**src/rtl/micro_sequencer.sv**
```systemverilog
// Next-address sequencer for the microprogram control store: dispatch, branch, run/halt, stall and illegal trap.
// Latency: address is combinational from the current control word; it reaches the control word one clock later.
// Backpressure: mem_busy re-issues last_q and holds it until released. MSEQ_TRACE_EN adds the ucount and br_taken outputs.
module micro_sequencer #(
    parameter int              AW         = 5,
    parameter int              OPW        = 4,
    parameter logic [AW-1:0]   START_ADDR = 5'd0,
    parameter logic [AW-1:0]   ILL_ADDR   = 5'd0,
    parameter logic [OPW-1:0]  HALT_OP    = 4'hF
) (
    input  logic           clock,
    input  logic           reset,
    input  logic           run,
    input  logic [1:0]     nssel,
    input  logic [AW-1:0]  dbin,
    input  logic [OPW-1:0] opcode,
    input  logic           zflag,
    input  logic           mem_busy,
    output logic [AW-1:0]  address,
    output logic [1:0]     state,
    output logic           halted,
    output logic           illegal_op
`ifdef MSEQ_TRACE_EN
    ,
    output logic [15:0]    ucount,
    output logic           br_taken
`endif
);

    typedef enum logic [1:0] {
        S_IDLE = 2'b00,
        S_RUN  = 2'b01,
        S_WAIT = 2'b10,
        S_HALT = 2'b11
    } seq_state_t;

    seq_state_t    state_q, state_d;
    logic [AW-1:0] last_q;
    logic          illegal_q;
    logic          run_q;

    logic          d1_hit, d2_hit;
    logic [AW-1:0] d1_a, d2_a;
    logic          use_d1, use_d2, halt_disp, ill_disp;
    logic [AW-1:0] next_a;
    logic          advance;
    logic          illegal_set;

    always_comb begin
        d1_hit = 1'b1;
        d1_a   = '0;
        case (int'(opcode))
            0:          d1_a = AW'(15);
            1:          d1_a = AW'(16);
            2:          d1_a = AW'(17);
            3, 4, 5, 6: d1_a = AW'(1);
            7:          d1_a = AW'(9);
            8:          d1_a = AW'(19);
            9:          d1_a = AW'(21);
            default:    d1_hit = 1'b0;
        endcase
    end

    always_comb begin
        d2_hit = 1'b1;
        d2_a   = '0;
        case (int'(opcode))
            3:       d2_a = AW'(10);
            4:       d2_a = AW'(11);
            5:       d2_a = AW'(12);
            6:       d2_a = AW'(14);
            default: d2_hit = 1'b0;
        endcase
    end

    // HALT_OP is only special when reached through D1; through D2 it is an ordinary miss.
    always_comb begin
        use_d1    = (nssel == 2'b01) || ((nssel == 2'b11) && !zflag);
        use_d2    = (nssel == 2'b10);
        halt_disp = use_d1 && (opcode == HALT_OP);
        ill_disp  = !halt_disp && ((use_d1 && !d1_hit) || (use_d2 && !d2_hit));
        if (halt_disp)
            next_a = START_ADDR;
        else if (ill_disp)
            next_a = ILL_ADDR;
        else if (use_d1)
            next_a = d1_a;
        else if (use_d2)
            next_a = d2_a;
        else
            next_a = dbin;
    end

    assign advance = ((state_q == S_RUN) || (state_q == S_WAIT)) && !mem_busy;

    always_ff @(posedge clock) begin
        if (reset) begin
            state_q   <= S_IDLE;
            last_q    <= START_ADDR;
            illegal_q <= 1'b0;
            run_q     <= 1'b0;
        end else begin
            state_q   <= state_d;
            last_q    <= address;
            illegal_q <= illegal_q | illegal_set;
            run_q     <= run;
        end
    end

    always_comb begin
        state_d = state_q;
        case (state_q)
            S_IDLE: if (run) state_d = S_RUN;
            S_RUN:  state_d = mem_busy ? S_WAIT : (halt_disp ? S_HALT : S_RUN);
            S_WAIT: if (!mem_busy) state_d = halt_disp ? S_HALT : S_RUN;
            S_HALT: if (run && !run_q) state_d = S_RUN;
            default: state_d = S_IDLE;
        endcase
    end

    // A stalled cycle re-issues last_q so the control-word register keeps its word.
    always_comb begin
        address     = START_ADDR;
        illegal_set = 1'b0;
        if (!reset) begin
            case (state_q)
                S_RUN, S_WAIT: begin
                    address     = advance ? next_a : last_q;
                    illegal_set = advance && ill_disp;
                end
                default: address = START_ADDR;
            endcase
        end
    end

    assign state      = state_q;
    assign halted     = (state_q == S_HALT);
    assign illegal_op = illegal_q;

`ifdef MSEQ_TRACE_EN
    always_ff @(posedge clock) begin
        if (reset)
            ucount <= 16'd0;
        else if ((state_q == S_RUN) && !mem_busy)
            ucount <= ucount + 16'd1;
    end

    assign br_taken = (state_q == S_RUN) && (nssel == 2'b11) && zflag;
`endif

endmodule

```
**config.mk**
```make
export PLATFORM = sky130hd
export DESIGN_NAME = micro_sequencer
export DESIGN_NICKNAME = d
export VERILOG_FILES = /design/src/rtl/micro_sequencer.sv
export SDC_FILE = /design/constraint.sdc
export NUM_CORES = 1
export LEC_CHECK = 0
export ABC_AREA = 1
export CAP_MARGIN = 20
export CORE_ASPECT_RATIO = 1.1
export CORE_UTILIZATION = 30
export DETAILED_ROUTE_END_ITERATION = 8
export HOLD_SLACK_MARGIN = 0.02
export SLEW_MARGIN = 0
export SYNTH_ARGS = -nofsm -noshare
export SYNTH_HDL_FRONTEND = slang
export SYNTH_SLANG_ARGS = --single-unit
export TNS_END_PERCENT = 5
```
**constraint.sdc**
```tcl
create_clock -name clock -period 2.1 [get_ports clock]
set_clock_uncertainty 0.1 [all_clocks]
set_input_delay 0.42 -clock clock [delete_from_list [all_inputs] [get_ports clock]]
set_output_delay 0.42 -clock clock [all_outputs]
set_load 0.01 [all_outputs]
```
==> flow_metrics.tcl, run 1 <==
set metrics [dict create \
    status "finished, violations left" \
    violations "setup timing" \
    synth_edf_count 0 \
    detail-route-antenna-nets 0 \
    cts_hold_buf 0 \
    remaining_drc_errors 0 \
    clk_pin_slew_worst_paths_ps 60 \
    gp_congestion 0.891 \
    yosys-top-cells-count "24 x nand2_1, 16 x a21oi_1, 14 x inv_1" \
    fin_ws_ps -40.0 \
    track_usage_pct 19.3 \
    cts_htree_levels 1 \
    drv_slew 0 \
    die_x_um 49.5 \
    cpMostUsedCell "buf_4" \
    setup_viol_count_final 4 \
    crit_chain "dlygate4sd2_1, a21oi_4, inv_4, nand2_2, nand3_4, buf_6, buf_4, buf_4, buf_4, buf_4, buf_4, buf_4, buf_4, a21oi_2" \
    synth_top_family_by_area "simple AND/OR/NAND/NOR gates" \
    numCtsBuffers 3 \
    num_vias 961 \
    ioPinCount 25 \
    synthArstFlopShare_pct 0 \
    crit_buf_inv 10 \
    io_buffers 24 \
    drive_above_1_share_pct 55.2 \
    die_y_um 54.3 \
    finalHoldViolCount 0 \
    slew_headroom_pct 80.5 \
    period_share_pct 102 \
    critPathMaxFanout 7 \
    grt_pass1_vias 955 \
    yosys_warnings 0 \
    yosysTopAreaCell "dfxtp_1" \
    nNetsFinal 202 \
    antennaDiodeCount 0 \
    ys_types 26 \
    total_power_uw 557 \
    rsz0062_at_grt "yes" \
    synth.most_common_cell "nand2_1" \
    yosys.area_share.simple_pct 34.2 \
    crit_arrival_ps 2240 \
    synth-xor-area-share_pct 0 \
    powerDensity_mw_per_mm2 384 \
    drt_iter0_drc 9 \
    grt_pass1_wl_mm 3.84 \
    start_util_pct 32.5 \
    post-route-min-period_ps 2140 \
    area_growth_pct 94.6 \
    crit_slowest_cell "dlygate4sd2_1" \
    wire_per_inst_um 11.9 \
    grt_max_degree 10 \
    synthMuxAreaShare_pct 0 \
    synth_compound_area_share_pct 24.8 \
    dp.final_hpwl_mm 1.72 \
    required_ps 2200 \
    critical_path_class "in2reg" \
    cts_root_buffer "clkbuf_4" \
    r2r_start "state[1]" \
    met1_usage_pct 18.0 \
    cts.sinks 9 \
    end_kind "flop" \
    synth_area_leaders "dfxtp_1 24%, nand2_1 12%, a21oi_1 11%, inv_1 7.0%, ha_1 6.7%" \
    netlist_area_sq_um 746 \
    slowest_delay_ps 280 \
    tightest_slew_ps 291 \
    dieArea_sq_mm 0.00269 \
    grt_use_met2_pct 38.3 \
    timing.fmax_mhz 467 \
    wirelength_mm 2.51 \
    busiest_layer "met2" \
    syn_nets 132 \
    clk_latency_ps 260 \
    fill_cells 220 \
    antenna_found_initial 0 \
    fp.coreArea_sq_mm 0.00230 \
    min_from "illegal_op" \
    num_rows 18 \
    max_cap_viol_count 0 \
    placed_cells 193 \
    hp-class "reg2reg" \
    ir_drop_mv 0.483 \
    firstDrtPassIters 3 \
    cellLeakagePower_uw 0.000666 \
    start_kind "input pin" \
    critical_path.startpoint "nssel[1]" \
    cp_top_family "buffers and inverters" \
    synth_top_cell_area_share_pct 24.2 \
    synth_seq_cells 9 \
    cts_buffer_depth 2 \
    synth.avg_cell_area_sq_um 6.66 \
    synth_fa_ha_area_share_pct 6.71 \
    synthCells 112 \
    ys_seq_area_share_pct 24.2 \
    globalRouteOverflowTotal 0 \
    vias_per_cell 4.55 \
    ff_latch_area_sq_um 183 \
    multi_input_area_sq_um 601 \
    synth_ff_type "dfxtp_1" \
    grtUsageMet3_pct 6.11 \
    cts_tree "done" \
    finalNonFillerCells 211 \
]
tightest hold or removal path: cells and delay by family (launching register included):
family / cells / cell delay, ps
DFF: 1 / 330
and+or+nand+nor: 1 / 70
AOI/OAI and AO/OA: 1 / 40
logic make-up after synthesis:
group,after synthesis
DFF,9
AOI/OAI and AO/OA,29
adders and majority gates,4
buffers and inverters,20
and+or+nand+nor,50
state kept, by name (all words and copies together) (netlist names):
name        flops
illegal_op      1
last_q          5
run_q           1
state           2
path summary, 6_finish.rpt:
check,endpoint,slack (ps),depth (start not counted)
setup / recovery,last_q[4],-40,14
hold / removal,illegal_op,370,2
setup reg to reg,last_q[4],-40,14
hold reg to reg,illegal_op,370,2
repair_timing:
| item | in CTS | in global routing |
|---|---|---|
| pin swaps | 18 | 7 |
| gates resized for setup | 73 | 5 |
| endpoints found under the setup margin | 5 | 6 |
| setup buffers | 13 | 1 |
power breakdown:
group | total (uW) | internal, uW | switching (uW)
logic | 243 | 123 | 120
clock network | 133 | 73.2 | 60.0
registers | 180 | 178 | 2.71
total | 557 | 374 | 183
area by class of cell:
| type | instances | area share (%) |
|---|---|---|
| Clock buffer | 4 | 1.81 |
| Inverter | 19 | 5.43 |
| Multi-Input combinational cell | 83 | 41.4 |
| Sequential cell | 9 | 12.6 |
| Tap cell | 30 | 2.59 |
| Timing Repair Buffer | 66 | 36.2 |
per-stage QoR:
stage               worst slack [ps]  util [%]  TNS [ps]  cell area (sq um)  hold slack [ps]
detailed placement              -785      53.5     -3620               1230              359
floorplan                       74.6         -         0                746              352
CTS                            -42.8      62.0      -164               1420              374
global route                    -106      63.2      -505               1450              420
global placement                -703      53.5     -3480               1230              358
finish                         -40.0      63.2     -83.3               1450              367
cell usage in the layout (no fill, tap or decap), types with 2 or more instances in the layout:
cell type and n:
clkdlybuf4s50_1 11, nand3_1 2, buf_2 7, buf_6 2, ha_1 3, nor2_2 2, a21oi_2 7, inv_1 8
nand4_1 3, buf_4 40, o21ai_0 3, a21oi_1 10, clkbuf_4 4, nor2_4 5, dfxtp_1 7, inv_4 3
dlygate4sd2_1 3, nand2_2 6, nand3_2 3, o211ai_1 2, inv_2 8, nor2_1 3, nand2_1 20, dfxtp_2 2
per-layer routing:
layer | vias to the layer above | share of wire [%]
met5 | - | 0
li1 | 510 | -
met3 | 8 | 4.6
met4 | 0 | 3.6
met1 | 414 | 38
met2 | 29 | 53
No activity file was read; power rests on OpenSTA's default activity.
==> inputs of run 2 (changes only) <==
--- a/config.mk
+++ b/config.mk
@@ -10,7 +10,9 @@
 export CORE_ASPECT_RATIO = 1.1
 export CORE_UTILIZATION = 30
 export DETAILED_ROUTE_END_ITERATION = 8
+export DONT_BUFFER_PORTS = 1
 export HOLD_SLACK_MARGIN = 0.02
+export SETUP_SLACK_MARGIN = 0.3
 export SLEW_MARGIN = 0
 export SYNTH_ARGS = -nofsm -noshare
 export SYNTH_HDL_FRONTEND = slang
==> run 2 against run 1 <==
Net effect:
- design area is 36% lower
- power decreased by 21%
- count of clock-buffer cells in the layout did not move
- register-to-register slack gained 610 ps
- largest cell class unchanged
- hold slack worse by 240 ps
- cell count shrank 30%
- sequential power grew 3%
- sequential share of layout area is 7.7 points higher
- sequential cell count did not move
- non-clock buffer count decreased by 64
- critical path type is now reg2out
- the flow now finishes without violations
- combinational power decreased by 48%
- wire length shrank 28%
==> flow_metrics.tcl, run 2 (synthesis gave the netlist of run 1 again) <==
set metrics [dict create \
    slew_headroom_pct 69.1 \
    placed_cells 141 \
    globalRouteOverflowTotal 0 \
    start_kind "flop" \
    powerDensity_mw_per_mm2 477 \
    tightest_slew_ps 459 \
    drive_above_1_share_pct 34.2 \
    crit_arrival_ps 1540 \
    crit_slowest_cell "dfxtp_4" \
    dieArea_sq_mm 0.00269 \
    cts_buffer_depth 2 \
    nNetsFinal 138 \
    status "complete, no violations" \
    firstDrtPassIters 2 \
    layout_common_cells "24 x nand2_1, 11 x inv_1, 11 x a21oi_1, 7 x dfxtp_1" \
    grt_max_degree 11 \
    num_vias 720 \
    fin_ws_ps 37.3 \
    cts_tree "done" \
    antenna_found_initial 0 \
    num_rows 18 \
    vias_per_cell 4.90 \
    finalHoldViolCount 0 \
    largest_reg_flops 5 \
    track_usage_pct 14.9 \
    setup_tns_ps 0 \
    cts_root_buffer "clkbuf_4" \
    grt_pass1_wl_mm 2.95 \
    critical_path_class "reg2out" \
    cpMostUsedCell "inv_2" \
    period_share_pct 98.2 \
    drv_slew 0 \
    die_x_um 49.5 \
    clk_pin_slew_worst_paths_ps 60 \
    final_common_cell "nand2_1" \
    io_buffers 0 \
    cts.sinks 9 \
    ir_drop_mv 0.479 \
    wire_per_inst_um 12.2 \
    antennaDiodeCount 0 \
    cellLeakagePower_uw 0.000358 \
    grt_pass1_vias 685 \
    fp.coreArea_sq_mm 0.00230 \
    setup_viol_count_final 0 \
    dp.final_hpwl_mm 1.43 \
    post-route-min-period_ps 2060 \
    critPathMaxFanout 5 \
    area_growth_pct 24.2 \
    rsz0062_at_grt "yes" \
    gp_congestion 0.799 \
    required_ps 1580 \
    timing.fmax_mhz 485 \
    max_cap_viol_count 0 \
    drt_iter0_drc 18 \
    pre_cts_ws_ps 212 \
    crit_chain "inv_4, ha_4, inv_2, nor2_4, nand2_1, inv_2, nand3_2, a21oi_4" \
    die_y_um 54.3 \
    remaining_drc_errors 0 \
    clk_latency_ps 250 \
    top_register "last_q" \
    hp-class "in2reg" \
    ioPinCount 25 \
    fin_util_pct 40.3 \
    slowest_delay_ps 390 \
    start_util_pct 32.5 \
    detail-route-antenna-nets 0 \
    end_kind "primary output" \
    wirelength_mm 1.80 \
    hold-worst-slack_ps 125 \
    cts_hold_buf 0 \
    cts_htree_levels 1 \
    numCtsBuffers 3 \
    finalNonFillerCells 147 \
]
-- run 2: path summary, 6_finish.rpt --
| check | endpoint | depth (start not counted) | slack (ps) | from |
|---|---|---|---|---|
| worst max-delay path | address[0] | 8 | 40 | state[1] |
| worst min-delay path | illegal_op | 1 | 130 | reset |
| worst max register to register | state[1] | 9 | 570 | state[0] |
| worst min register to register | last_q[0] | 2 | 440 | last_q[0] |
-- run 2: cell type report --
| class | instances | area (sq um) |
|---|---|---|
| clock buffer | 4 | 26.3 |
| fill | 268 | 1370 |
| inverter | 19 | 76.3 |
| multi-input combinational | 83 | 583 |
| sequential | 9 | 188 |
| tap | 30 | 37.5 |
| timing repair buffer | 2 | 15.0 |
-- run 2: power breakdown --
| group | total (uW) | internal (uW) | switching (uW) |
|---|---|---|---|
| logic | 126 | 45.4 | 80.4 |
| clock network | 132 | 73.1 | 58.5 |
| registers | 185 | 177 | 7.77 |
| total | 442 | 295 | 147 |
-- run 2: layer usage --
layer  vias to the layer above  routed length (um)  share of wire (%)  track usage [%]
met5                         -                   0                  0                0
met2                        16                 873                 49             26.6
met1                       324                 828                 46             16.3
met4                         0                   0                  0             2.86
met3                         0                  98                5.4             6.94
li1                        380                   -                  -                -
-- run 2: repair_timing --
item,4_1_cts,5_1_grt
pin swaps,5,1
buffers inserted,2,0
cloned,0,0
endpoints found under the setup margin,5,5
gates resized for setup,6,0
-- run 2: worst max-delay path: cells and delay by family, from the launching register on --
kind	cells	cell delay (ps)
DFF	1	390
AOI/OAI and AO/OA	1	160
adders and majority gates	1	260
and+or+nand+nor	3	290
buffers and inverters	3	190
-- run 2: stage by stage --
step,power [uW],cell area [sq um]
finish,442,926
global route,474,926
CTS,448,926
detailed placement,302,858
global placement,301,858
floorplan,289,836
